`src/rtl/pipe_stage_elastic_if.sv`:
```
// rtl/pipe_stage_elastic_if.sv - valid/ready handshake bundle carrying a ctrl vector and a data vector
interface pipe_stage_elastic_if #(
   parameter int DATA_W = 128,
   parameter int CTRL_W = 16
);
   logic              valid;
   logic              ready;
   logic [CTRL_W-1:0] ctrl;
   logic [DATA_W-1:0] data;

   // producer side of the link
   modport master (output valid, output ctrl, output data, input ready);
   // consumer side of the link
   modport slave  (input valid, input ctrl, input data, output ready);
endinterface

```
`src/rtl/pipe_stage_elastic.sv`:
```
// rtl/pipe_stage_elastic.sv - elastic pipeline stage with 2-entry skid buffer, flush, optional stall counter (PIPE_STALL_CNT_EN)
module pipe_stage_elastic #(
   parameter int DATA_W = 128,
   parameter int CTRL_W = 16,
   parameter int CNT_W  = 16
) (
   input  logic                  clk,
   input  logic                  rst_n,
   input  logic                  flush,
   pipe_stage_elastic_if.slave   upStream,
   pipe_stage_elastic_if.master  downStream
`ifdef PIPE_STALL_CNT_EN
   ,
   output logic [CNT_W-1:0]      stall_cnt
`endif
);

   // Main entry drives the outputs; skid entry absorbs one word when downstream stalls.
   logic              mValid;
   logic [CTRL_W-1:0] mCtrl;
   logic [DATA_W-1:0] mData;
   logic              sValid;
   logic [CTRL_W-1:0] sCtrl;
   logic [DATA_W-1:0] sData;
   logic              inFire;
   logic              outFire;

   // in_ready comes straight from the skid valid flop, so it never depends on out_ready.
   assign upStream.ready   = ~sValid;
   assign downStream.valid = mValid;
   assign downStream.ctrl  = mValid ? mCtrl : '0;
   assign downStream.data  = mData;

   assign inFire  = upStream.valid & ~sValid;
   assign outFire = mValid & downStream.ready;

   // Occupancy control: EMPTY (no entries), ONE (main only), FULL (main and skid).
   always_ff @(posedge clk or negedge rst_n) begin
      if (!rst_n) begin
         mValid <= 1'b0;
         mCtrl  <= '0;
         mData  <= '0;
         sValid <= 1'b0;
         sCtrl  <= '0;
         sData  <= '0;
      end else if (flush) begin
         // squash everything; payload bits are left as they were
         mValid <= 1'b0;
         mCtrl  <= '0;
         sValid <= 1'b0;
         sCtrl  <= '0;
      end else if (!mValid) begin
         if (inFire) begin
            mValid <= 1'b1;
            mCtrl  <= upStream.ctrl;
            mData  <= upStream.data;
         end
      end else if (!sValid) begin
         if (inFire && outFire) begin
            mCtrl <= upStream.ctrl;
            mData <= upStream.data;
         end else if (inFire) begin
            sValid <= 1'b1;
            sCtrl  <= upStream.ctrl;
            sData  <= upStream.data;
         end else if (outFire) begin
            mValid <= 1'b0;
         end
      end else if (outFire) begin
         // drain skid into main; upstream is blocked this cycle
         mCtrl  <= sCtrl;
         mData  <= sData;
         sValid <= 1'b0;
         sCtrl  <= '0;
      end
   end

`ifdef PIPE_STALL_CNT_EN
   // Count cycles where a word is offered but refused; saturates, cleared only by reset.
   always_ff @(posedge clk or negedge rst_n) begin
      if (!rst_n) begin
         stall_cnt <= '0;
      end else if (mValid && !downStream.ready && (stall_cnt != {CNT_W{1'b1}})) begin
         stall_cnt <= stall_cnt + 1'b1;
      end
   end
`endif

endmodule

```
`src/flat_wrapper.sv`:
```
// flat-port wrapper written by rule: the top's interface ports become plain ports
module pipe_stage_elastic_flat 
#(
   parameter int DATA_W = 128,
   parameter int CTRL_W = 16,
   parameter int CNT_W  = 16
)
  (clk, rst_n, flush, upStream_valid, upStream_ctrl, upStream_data, upStream_ready, downStream_valid, downStream_ctrl, downStream_data, downStream_ready);
  pipe_stage_elastic_if #(.DATA_W(DATA_W), .CTRL_W(CTRL_W)) upStream_i ();
  pipe_stage_elastic_if #(.DATA_W(DATA_W), .CTRL_W(CTRL_W)) downStream_i ();
  input  logic clk;
  input  logic rst_n;
  input  logic flush;
  input wire logic [$bits(upStream_i.valid)-1:0] upStream_valid;
  input wire logic [$bits(upStream_i.ctrl)-1:0] upStream_ctrl;
  input wire logic [$bits(upStream_i.data)-1:0] upStream_data;
  output wire logic [$bits(upStream_i.ready)-1:0] upStream_ready;
  output wire logic [$bits(downStream_i.valid)-1:0] downStream_valid;
  output wire logic [$bits(downStream_i.ctrl)-1:0] downStream_ctrl;
  output wire logic [$bits(downStream_i.data)-1:0] downStream_data;
  input wire logic [$bits(downStream_i.ready)-1:0] downStream_ready;
  assign upStream_i.valid = upStream_valid;
  assign upStream_i.ctrl = upStream_ctrl;
  assign upStream_i.data = upStream_data;
  assign upStream_ready = upStream_i.ready;
  assign downStream_valid = downStream_i.valid;
  assign downStream_ctrl = downStream_i.ctrl;
  assign downStream_data = downStream_i.data;
  assign downStream_i.ready = downStream_ready;
  pipe_stage_elastic #(.DATA_W(DATA_W), .CTRL_W(CTRL_W), .CNT_W(CNT_W)) u_core (.clk(clk), .rst_n(rst_n), .flush(flush), .upStream(upStream_i), .downStream(downStream_i));
endmodule
```
`config.mk`:
```
export PLATFORM = sky130hd
export DESIGN_NAME = pipe_stage_elastic_flat
export DESIGN_NICKNAME = d
export VERILOG_FILES = /design/src/rtl/pipe_stage_elastic_if.sv /design/src/rtl/pipe_stage_elastic.sv /design/src/flat_wrapper.sv
export SDC_FILE = /design/constraint.sdc
export NUM_CORES = 1
export LEC_CHECK = 0
export CORE_UTILIZATION = 35
export CTS_CLUSTER_SIZE = 8
export DETAILED_ROUTE_END_ITERATION = 8
export GPL_ROUTABILITY_DRIVEN = 0
export GPL_TIMING_DRIVEN = 0
export MAX_ROUTING_LAYER = met4
export SETUP_SLACK_MARGIN = 0.4
export SLEW_MARGIN = 30
export SYNTH_ARGS = -nofsm -noshare
export SYNTH_HDL_FRONTEND = slang
export SYNTH_SLANG_ARGS = --single-unit
export TNS_END_PERCENT = 100
```
`constraint.sdc`:
```
create_clock -name clk -period 4 [get_ports clk]
set_clock_uncertainty 0.1 [all_clocks]
set_input_delay 0.6 -clock clk [delete_from_list [all_inputs] [get_ports clk]]
set_output_delay 0.6 -clock clk [all_outputs]
set_load 0.03 [all_outputs]
```
==> impl_metrics.json, run 1 <==
{
  "outcome": "finished, final reports clean",
  "wl_um": 30200,
  "cp_max_fo": 10,
  "drcViolationCount": 0,
  "crit_path_frequent_cell": "clkbuf_1",
  "ys_types": 25,
  "async_flop_share_pct": 100.0,
  "fillers": 3103,
  "antenna_found_initial": 2,
  "min_path_type": "flop to flop",
  "drt-wirelength-per-cell_um": 18.58,
  "peakVddDrop_mv": 0.3614,
  "finalSetupViolCount": 0,
  "vias_per_cell": 4.828,
  "final_cells": 1626,
  "h-tree-depth": 2,
  "synth_compound_gate_area_share_pct": 2.346,
  "reg2reg_from": "u_core.downStream.valid",
  "crit_path_end": "downStream_ctrl[1]",
  "tightest_slew_ns": 0.7204,
  "crit_cells": 4,
  "critPathLaunchType": "flop",
  "post-cts-setup-buffer-count": 0,
  "grt_pass1_wl_um": 48410,
  "p_per_area_mw_per_mm2": 554.6,
  "leakage_uw": 0.007460,
  "grtUsageTotal_pct": 17.46,
  "drv_cap": 0,
  "drive_gt1_share_pct": 34.39,
  "post-route-min-period_ns": 3.208,
  "cts_root_buffer": "clkbuf_16",
  "setup_ws_ns": 0.7924,
  "syn-num-nets": 973,
  "dpl.cell_count": 1577,
  "crit_path_max_incr_delay_ns": 0.69,
  "post-place-ws_ns": 0.8575,
  "drt-pass1-iter-count": 4,
  "hold_viol_final": 0,
  "endpoint_kind": "primary output",
  "arrival_ns": 2.51,
  "worstReg2RegEnd": "u_core.sData[10]",
  "ff2ff_path_depth": 5,
  "critical-path-top-delay-family": "buffers and inverters",
  "slew-limit-headroom_pct": 51.97,
  "start_util_pct": 35.92,
  "yosysWarnings": 0,
  "synthesis.area_mm2": 0.01253,
  "synthAdderAreaFrac_pct": 0,
  "syn_to_final_growth_pct": 38.12,
  "drtIter0Drc": 255,
  "clock_latency_ns": 0.51,
  "cts.reportedPaths.clkPinSlew_ns": 0.05,
  "fin_util_pct": 49.62,
  "synth_mux_area_share_pct": 35.79,
  "syn_area_per_cell_um2": 15.21,
  "synth_edf_count": 0,
  "max_freq_mhz": 311.8,
  "synthSimpleGateAreaFrac_pct": 1.757,
  "numCtsBuffers": 42,
  "grt_pass1_vias": 8580,
  "vias": 7850,
  "maxSlewViolCount": 0,
  "rrSetupSlack_ns": 1.57,
  "ys_seq_area_share_pct": 57.91,
  "nNetsFinal": 1316,
  "cts_tree": "done",
  "die_h_um": 191.2,
  "fin_crit_sh_pct": 80.19,
  "die_area_mm2": 0.03656,
  "fp-row-count": 68,
  "dp_hpwl_um": 21460,
  "grt_setup_unrepaired": "no",
  "crit_start": "u_core.downStream.valid",
  "grt-ovfl-total": 0,
  "mostFrequentLayoutCells": "mux2_2, clkdlybuf4s50_1, dfrtp_1, mux2_1, clkbuf_16",
  "port-buffer-count": 294,
  "synthFlopType": "dfrtp_1",
  "final_common_cell": "mux2_2",
  "antenna_left": 0,
  "ios": 295,
  "core_area_mm2": 0.03488,
  "crit_slowest_cell": "clkdlybuf4s50_1",
  "critical_path_class": "flop to primary output",
  "synthCells": 824,
  "cp.required_ns": 3.30,
  "clk_path_buf_depth": 3,
  "die_x_um": 191.2,
  "synth_xor_area_share_pct": 0,
  "cts.sink_count": 290,
  "grt_max_degree": 82,
  "crit_buf_inv": 3,
  "cp_cell_sequence": "clkbuf_1 > clkbuf_1 > and2_1 > clkdlybuf4s50_1",
  "synth_top_family_by_area": "multiplexers",
  "yosys_register_bits": 290
}
==> through the flow <==
stage          cell area (um^2)  total power [uW]  hold WS, ns  setup TNS, ns
2_1_floorplan             12530              5369       0.2044              0
3_3_place_gp              16040              6481       0.3699       -3212.96
3_5_place_dp              16160              6537       0.3769              0
4_1_cts                   17300              9775       0.3877              0
5_1_grt                   17310             10080       0.3985              0
6_report                  17310              9598       0.3851              0
==> worst min-delay path by stage <==
stage / startpoint / endpoint / slack [ns] / depth (start not counted)
floorplan: rst_n / u_core.downStream.data[0] / 0.20 / 0
global placement: u_core.sData[108] / u_core.sData[108] / 0.37 / 1
detailed placement: rst_n / u_core.downStream.data[46] / 0.38 / 1
CTS: u_core.sData[90] / u_core.sData[90] / 0.39 / 1
global route: u_core.sData[93] / u_core.sData[93] / 0.40 / 1
finish: u_core.downStream.data[125] / u_core.downStream.data[125] / 0.39 / 1
==> cells by family after synthesis <==
| kind of cell | count (synthesis) |
|---|---|
| compound gates | 38 |
| buf+inv | 55 |
| flops | 290 |
| mux | 400 |
| simple gates | 41 |
==> metal layers <==
layer / up-vias / global-route usage, % / share of wire [%]
li1: 3663 / - / -
met1: 3943 / 21.77 / 44
met2: 194 / 27.87 / 48
met3: 50 / 4.388 / 6.1
met4: 0 / 5.342 / 2.2
met5: - / - / 0
==> flip-flops by register name (all words and copies together), names as in the netlist <==
| signal | flops |
|---|---|
| u_core.sCtrl | 16 |
| u_core.sValid | 1 |
| u_core.downStream.data | 128 |
| u_core.sData | 128 |
| u_core.mCtrl | 16 |
| u_core.downStream.valid | 1 |
==> power by group <==
part	total, uW	switching (uW)	internal [uW]
clock	3140	1190	1950
combinational	2490	1240	1260
sequential	3970	328	3640
total	9600	2750	6850
==> worst register-to-register path, stage by stage (launching register included) <==
cell and delay [ns]:
dfrtp_1 0.46, clkbuf_1 0.26, nand2_1 0.14, clkbuf_1 0.56, buf_2 0.40, mux2_2 0.38
==> cells in the mapped netlist (2+ instances only) <==
| cell type | number | area share, % |
|---|---|---|
| buf_1 | 7 | 0.21 |
| buf_4 | 9 | 0.54 |
| inv_1 | 2 | 0.060 |
| and2_1 | 17 | 0.85 |
| a21oi_1 | 2 | 0.080 |
| mux2_2 | 310 | 28 |
| mux2i_1 | 16 | 1.3 |
| nand2_1 | 18 | 0.54 |
| buf_2 | 28 | 1.1 |
| a22o_1 | 16 | 1.1 |
| o22ai_1 | 16 | 0.80 |
| dfrtp_1 | 290 | 58 |
| clkbuf_1 | 8 | 0.24 |
| mux2_1 | 74 | 6.7 |
==> final cells by class <==
type,count,area [um^2],area share [%]
multi-input combinational,479,4999,28.88
timing repair buffer,299,3068,17.73
tap,455,569.3,3.289
buffer,52,264.0,1.525
sequential,290,7257,41.93
inverter,3,11.26,0.06506
clock buffer,45,1126,6.506
antenna,2,5.005,0.02892
clock inverter,1,8.758,0.05060
==> timing repair <==
| item | 4_1_cts | 5_1_grt |
|---|---|---|
| hold buffers | 1 | 0 |
| resized for setup | 0 | 0 |
| endpoints found under the setup margin | 0 | 0 |
| hold endpoints to repair | 27 | 0 |
Power figures use the tool's default switching activity.
==> run 2: changes to the inputs <==
==> constraint.sdc (replaced) <==
create_clock -name clk -period 2.8 [get_ports clk]
set_clock_uncertainty 0.1 [all_clocks]
set_input_delay 0.42 -clock clk [delete_from_list [all_inputs] [get_ports clk]]
set_output_delay 0.42 -clock clk [all_outputs]
set_load 0.03 [all_outputs]
==> impl_metrics.json, run 2 (synthesized netlist as in run 1, its figures left out) <==
{
  "cp.required_ns": 2.28,
  "fin_crit_sh_pct": 83.22,
  "cts.sink_count": 290,
  "cts_tree": "done",
  "die_x_um": 191.2,
  "hold_viol_final": 0,
  "vias": 7860,
  "die_h_um": 191.2,
  "tightest_slew_ns": 0.6459,
  "grt_setup_unrepaired": "yes",
  "placed_area_mm2": 0.01616,
  "drv_cap": 0,
  "peakVddDrop_mv": 0.5163,
  "finalSetupViolCount": 0,
  "drt-wirelength-per-cell_um": 18.60,
  "post-route-min-period_ns": 2.330,
  "drcViolationCount": 0,
  "leakage_uw": 0.007505,
  "syn_to_final_growth_pct": 38.28,
  "drtIter0Drc": 256,
  "numCtsBuffers": 42,
  "die_area_mm2": 0.03656,
  "cp_cell_sequence": "buf_4 > inv_1 > clkdlybuf4s50_1",
  "multi_input_area_mm2": 0.005010,
  "cts.reportedPaths.clkPinSlew_ns": 0.05,
  "critPathLaunchType": "flop",
  "vias_per_cell": 4.834,
  "max_freq_mhz": 429.1,
  "grt_pass1_wl_um": 48500,
  "start_util_pct": 35.92,
  "grt_pass1_vias": 8594,
  "grt-ovfl-total": 0,
  "drt-pass1-iter-count": 4,
  "port-buffer-count": 294,
  "nNetsFinal": 1316,
  "seq_area_mm2": 0.007258,
  "p_per_area_mw_per_mm2": 791.3,
  "dp_hpwl_um": 21460,
  "setup_ws_ns": 0.4697,
  "mostFrequentLayoutCells": "mux2_2, dfrtp_1, clkdlybuf4s50_1, mux2_1, clkbuf_16",
  "h-tree-depth": 2,
  "crit_path_max_incr_delay_ns": 0.69,
  "endpoint_kind": "primary output",
  "wl_um": 30240,
  "cts_root_buffer": "clkbuf_16",
  "clock_latency_ns": 0.51,
  "grtUsageTotal_pct": 17.49,
  "slew-limit-headroom_pct": 56.94,
  "maxSlewViolCount": 0,
  "design_area_mm2": 0.01733,
  "grt_max_degree": 82,
  "post-cts-setup-buffer-count": 0,
  "outcome": "finished, final reports clean",
  "min_path_type": "primary input to async pin",
  "antenna_left": 0,
  "arrival_ns": 1.81,
  "fillers": 3102,
  "crit_slowest_cell": "clkdlybuf4s50_1",
  "final_common_cell": "mux2_2",
  "ios": 295,
  "tns_ns": 0,
  "fp-row-count": 68,
  "antenna_found_initial": 2,
  "cp_max_fo": 10,
  "drive_gt1_share_pct": 35.59,
  "critical_path_class": "flop to primary output",
  "clk_path_buf_depth": 3,
  "core_area_mm2": 0.03488,
  "post-place-ws_ns": -0.1625
}
==> run 2: critical path, delay by kind of cell, from the launching register on <==
family                 cells  cell delay, ns
buffers and inverters      3            0.94
DFF                        1            0.35
==> run 2: routing by layer <==
| metal | GRT usage [%] | share of wire, % | vias up |
|---|---|---|---|
| li1 | - | - | 3662 |
| met1 | 21.80 | 44 | 3955 |
| met2 | 27.93 | 48 | 194 |
| met3 | 4.388 | 6.1 | 49 |
| met4 | 5.342 | 2.2 | 0 |
| met5 | - | 0 | - |
==> run 2: area by class of cell <==
cell class                 instances  area share (%)
buffer                            52           1.574
antenna                            2         0.02888
clock buffer                      45           6.499
sequential                       290           41.89
inverter                           3         0.06499
timing repair buffer             299           17.70
clock inverter                     1         0.05055
tap                              455           3.285
multi-input combinational        479           28.91
==> run 2: final timing paths <==
path                       cells after the start  slack, ns                          end                   startpoint
max                                            3       0.47               upStream_ready                u_core.sValid
min                                            2       0.27   u_core.downStream.data[46]                        rst_n
max reg2reg                                    7       0.57              u_core.mCtrl[7]                u_core.sValid
min reg2reg                                    1       0.39  u_core.downStream.data[125]  u_core.downStream.data[125]
max in group asynchronous                      4       1.27             u_core.mCtrl[13]                        rst_n
min in group clk                               1       0.39  u_core.downStream.data[125]  u_core.downStream.data[125]
==> run 2: timing repair <==
| action | CTS | global route |
|---|---|---|
| resized for setup | 41 | 4 |
| pin swaps | 0 | 0 |
| cloned | 0 | 0 |
| endpoints found under the hold margin | 35 | 0 |
| hold buffers | 1 | 0 |
| endpoints found under the setup margin | 169 | 16 |
==> run 2: metrics by stage <==
stage	total power (uW)	util [%]	cells	hold slack, ns
after global routing	14400	49.67	1626	0.2615
after CTS	13960	49.67	1624	0.2424
after global placement	9259	45.99	1573	0.3699
after floorplan	7671	-	824	0.02441
final	13710	49.67	1626	0.2652
after detailed placement	9339	46.32	1577	0.1979
==> run 2: report_power, final <==
| part | leakage (uW) | internal [uW] | switching (uW) |
|---|---|---|---|
| sequential | 0.00354 | 5200 | 468 |
| clock | 0.000559 | 2790 | 1700 |
| combinational | 0.00341 | 1800 | 1770 |
==> run 3: changes to the inputs <==
==> constraint.sdc (replaced) <==
create_clock -name clk -period 2 [get_ports clk]
set_clock_uncertainty 0.1 [all_clocks]
set_input_delay 0.3 -clock clk [delete_from_list [all_inputs] [get_ports clk]]
set_output_delay 0.3 -clock clk [all_outputs]
set_load 0.03 [all_outputs]
==> impl_metrics.json, run 3 (synthesized netlist as in run 1, its figures left out) <==
{
  "die_area_mm2": 0.03656,
  "p_int_uw": 13540,
  "drcViolationCount": 0,
  "leakage_uw": 0.008734,
  "port-buffer-count": 294,
  "design_area_mm2": 0.01854,
  "grt_max_degree": 81,
  "maxSlewViolCount": 0,
  "grt_setup_unrepaired": "yes",
  "holdWs_ns": -0.3670,
  "total_power_uw": 19160,
  "post-route-min-period_ns": 1.934,
  "tightest_slew_ns": 0.5138,
  "cts.sink_count": 290,
  "grt_pass1_wl_um": 48820,
  "cp_cell_sequence": "buf_6 > and2_4 > o221ai_4 > buf_12 > buf_12 > buf_16 > buf_6 > mux2_2",
  "crit_buf_inv": 5,
  "drt-pass1-iter-count": 4,
  "antenna_found_initial": 1,
  "fin_util_pct": 53.16,
  "fp-row-count": 68,
  "violations": "hold timing",
  "cts_root_buffer": "clkbuf_16",
  "clock_latency_ns": 0.52,
  "core_area_mm2": 0.03488,
  "drtIter0Drc": 251,
  "slew-limit-headroom_pct": 65.74,
  "grtUsageTotal_pct": 17.73,
  "critical-path-top-delay-family": "buffers and inverters",
  "vias_per_cell": 4.868,
  "die_h_um": 191.2,
  "p_sw_uw": 5618,
  "max_freq_mhz": 517.0,
  "fin_crit_sh_pct": 96.72,
  "mostFrequentLayoutCells": "dfrtp_1, mux2_2, clkdlybuf4s50_1, dlygate4sd2_1, clkbuf_16",
  "start_util_pct": 35.92,
  "peakVddDrop_mv": 0.8493,
  "clk_path_buf_depth": 3,
  "finalSetupViolCount": 0,
  "grt_pass1_vias": 8628,
  "hold_viol_final": 62,
  "nNetsFinal": 1355,
  "clockPowerShare_pct": 32.1,
  "h-tree-depth": 2,
  "die_x_um": 191.2,
  "final_common_cell": "dfrtp_1",
  "endpoint_kind": "flop",
  "antenna_left": 0,
  "arrival_ns": 2.23,
  "pwr-share-comb_pct": 26.5,
  "dp_hpwl_um": 20900,
  "vias": 8101,
  "critical_path_class": "flop to flop",
  "min_path_type": "primary input to async pin",
  "drv_cap": 0,
  "seqPwrFrac_pct": 41.4,
  "outcome": "finished, violations left",
  "ios": 295,
  "critPathLaunchType": "flop",
  "cts_tree": "done",
  "syn_to_final_growth_pct": 47.98,
  "cp_max_fo": 8,
  "placed_area_mm2": 0.01632,
  "numCtsBuffers": 42,
  "cp.required_ns": 2.29,
  "wl_um": 32060,
  "p_per_area_mw_per_mm2": 1033,
  "final_cells": 1664,
  "drt-wirelength-per-cell_um": 19.26,
  "crit_slowest_cell": "dfrtp_2",
  "cts.reportedPaths.clkPinSlew_ns": 0.05,
  "grt-ovfl-total": 0,
  "switching_share_pct": 29.32,
  "drive_gt1_share_pct": 44.04,
  "crit_path_max_incr_delay_ns": 0.45,
  "dpl.cell_count": 1576
}
==> run 3: cell count changes in the layout (fill, tap and decap cells not counted), moves of 11 or more <==
cell / previous run / this run
and2_1: 17 / 6
buf_2: 28 / 2
mux2_1: 74 / 49
clkdlybuf4s50_1: 277 / 147
buf_6: 0 / 24
mux2_4: 0 / 51
dlymetal6s2s_1: 0 / 26
mux2_2: 310 / 284
clkbuf_2: 2 / 15
buf_8: 1 / 14
buf_12: 0 / 24
and2_4: 0 / 11
dlygate4sd2_1: 6 / 88
buf_4: 10 / 30
==> run 3: worst paths after layout <==
path,startpoint,to,slack [ns],cells past startpoint
hold reg to reg,u_core.sData[92],u_core.sData[92],0.38,1
min in group clk,upStream_data[69],u_core.sData[69],0.30,2
max in group asynchronous,rst_n,u_core.sData[45],0.95,3
setup / recovery,u_core.downStream.valid,u_core.downStream.data[127],0.07,8
setup reg to reg,u_core.downStream.valid,u_core.downStream.data[127],0.07,8
hold / removal,rst_n,u_core.downStream.data[111],-0.37,1
==> run 3: stage by stage <==
stage          hold WS, ns  setup TNS (ns)  setup slack [ns]
6_report           -0.3670               0           0.06558
4_1_cts            -0.3650               0           0.03669
3_5_place_dp        0.1867         -125.23           -0.6637
2_1_floorplan     -0.09559               0            0.2449
3_3_place_gp        0.3699        -3840.89            -14.03
5_1_grt            -0.3383               0          0.007770
==> run 3: repair_timing <==
action                                 CTS  global route
buffers inserted                        12            14
pin swaps                                1             3
cloned                                   6             9
endpoints found under the hold margin   62            62
setup endpoints to repair              434           432
gates resized for setup                307           148
==> run 3: area by class of cell <==
cell class	instances	area, um^2
clock inverters	2	17.52
repair buffers	337	3497
fillers	3026	16340
well taps	455	569.3
clock buffers	44	1080
flip-flops and latches	290	7258
inverters	3	12.51
multi-input cells	480	5305
diodes	1	2.502
plain buffers	52	800.8
==> run 3: power groups by stage <==
stage | clock network, uW | logic [uW] | registers, uW
2_1_floorplan | 0 | 1610 | 9180
3_3_place_gp | 0 | 5010 | 7990
3_5_place_dp | 0 | 5090 | 8020
4_1_cts | 6400 | 4950 | 7930
5_1_grt | 6600 | 5410 | 8120
6_report | 6160 | 5080 | 7930
==> run 3: metal layers <==
metal  GRT usage, %  part of all wire, %
met3          5.508                  7.1
met4          4.731                  1.7
met2          27.45                   47
met1          22.40                   44
met5              -                    0
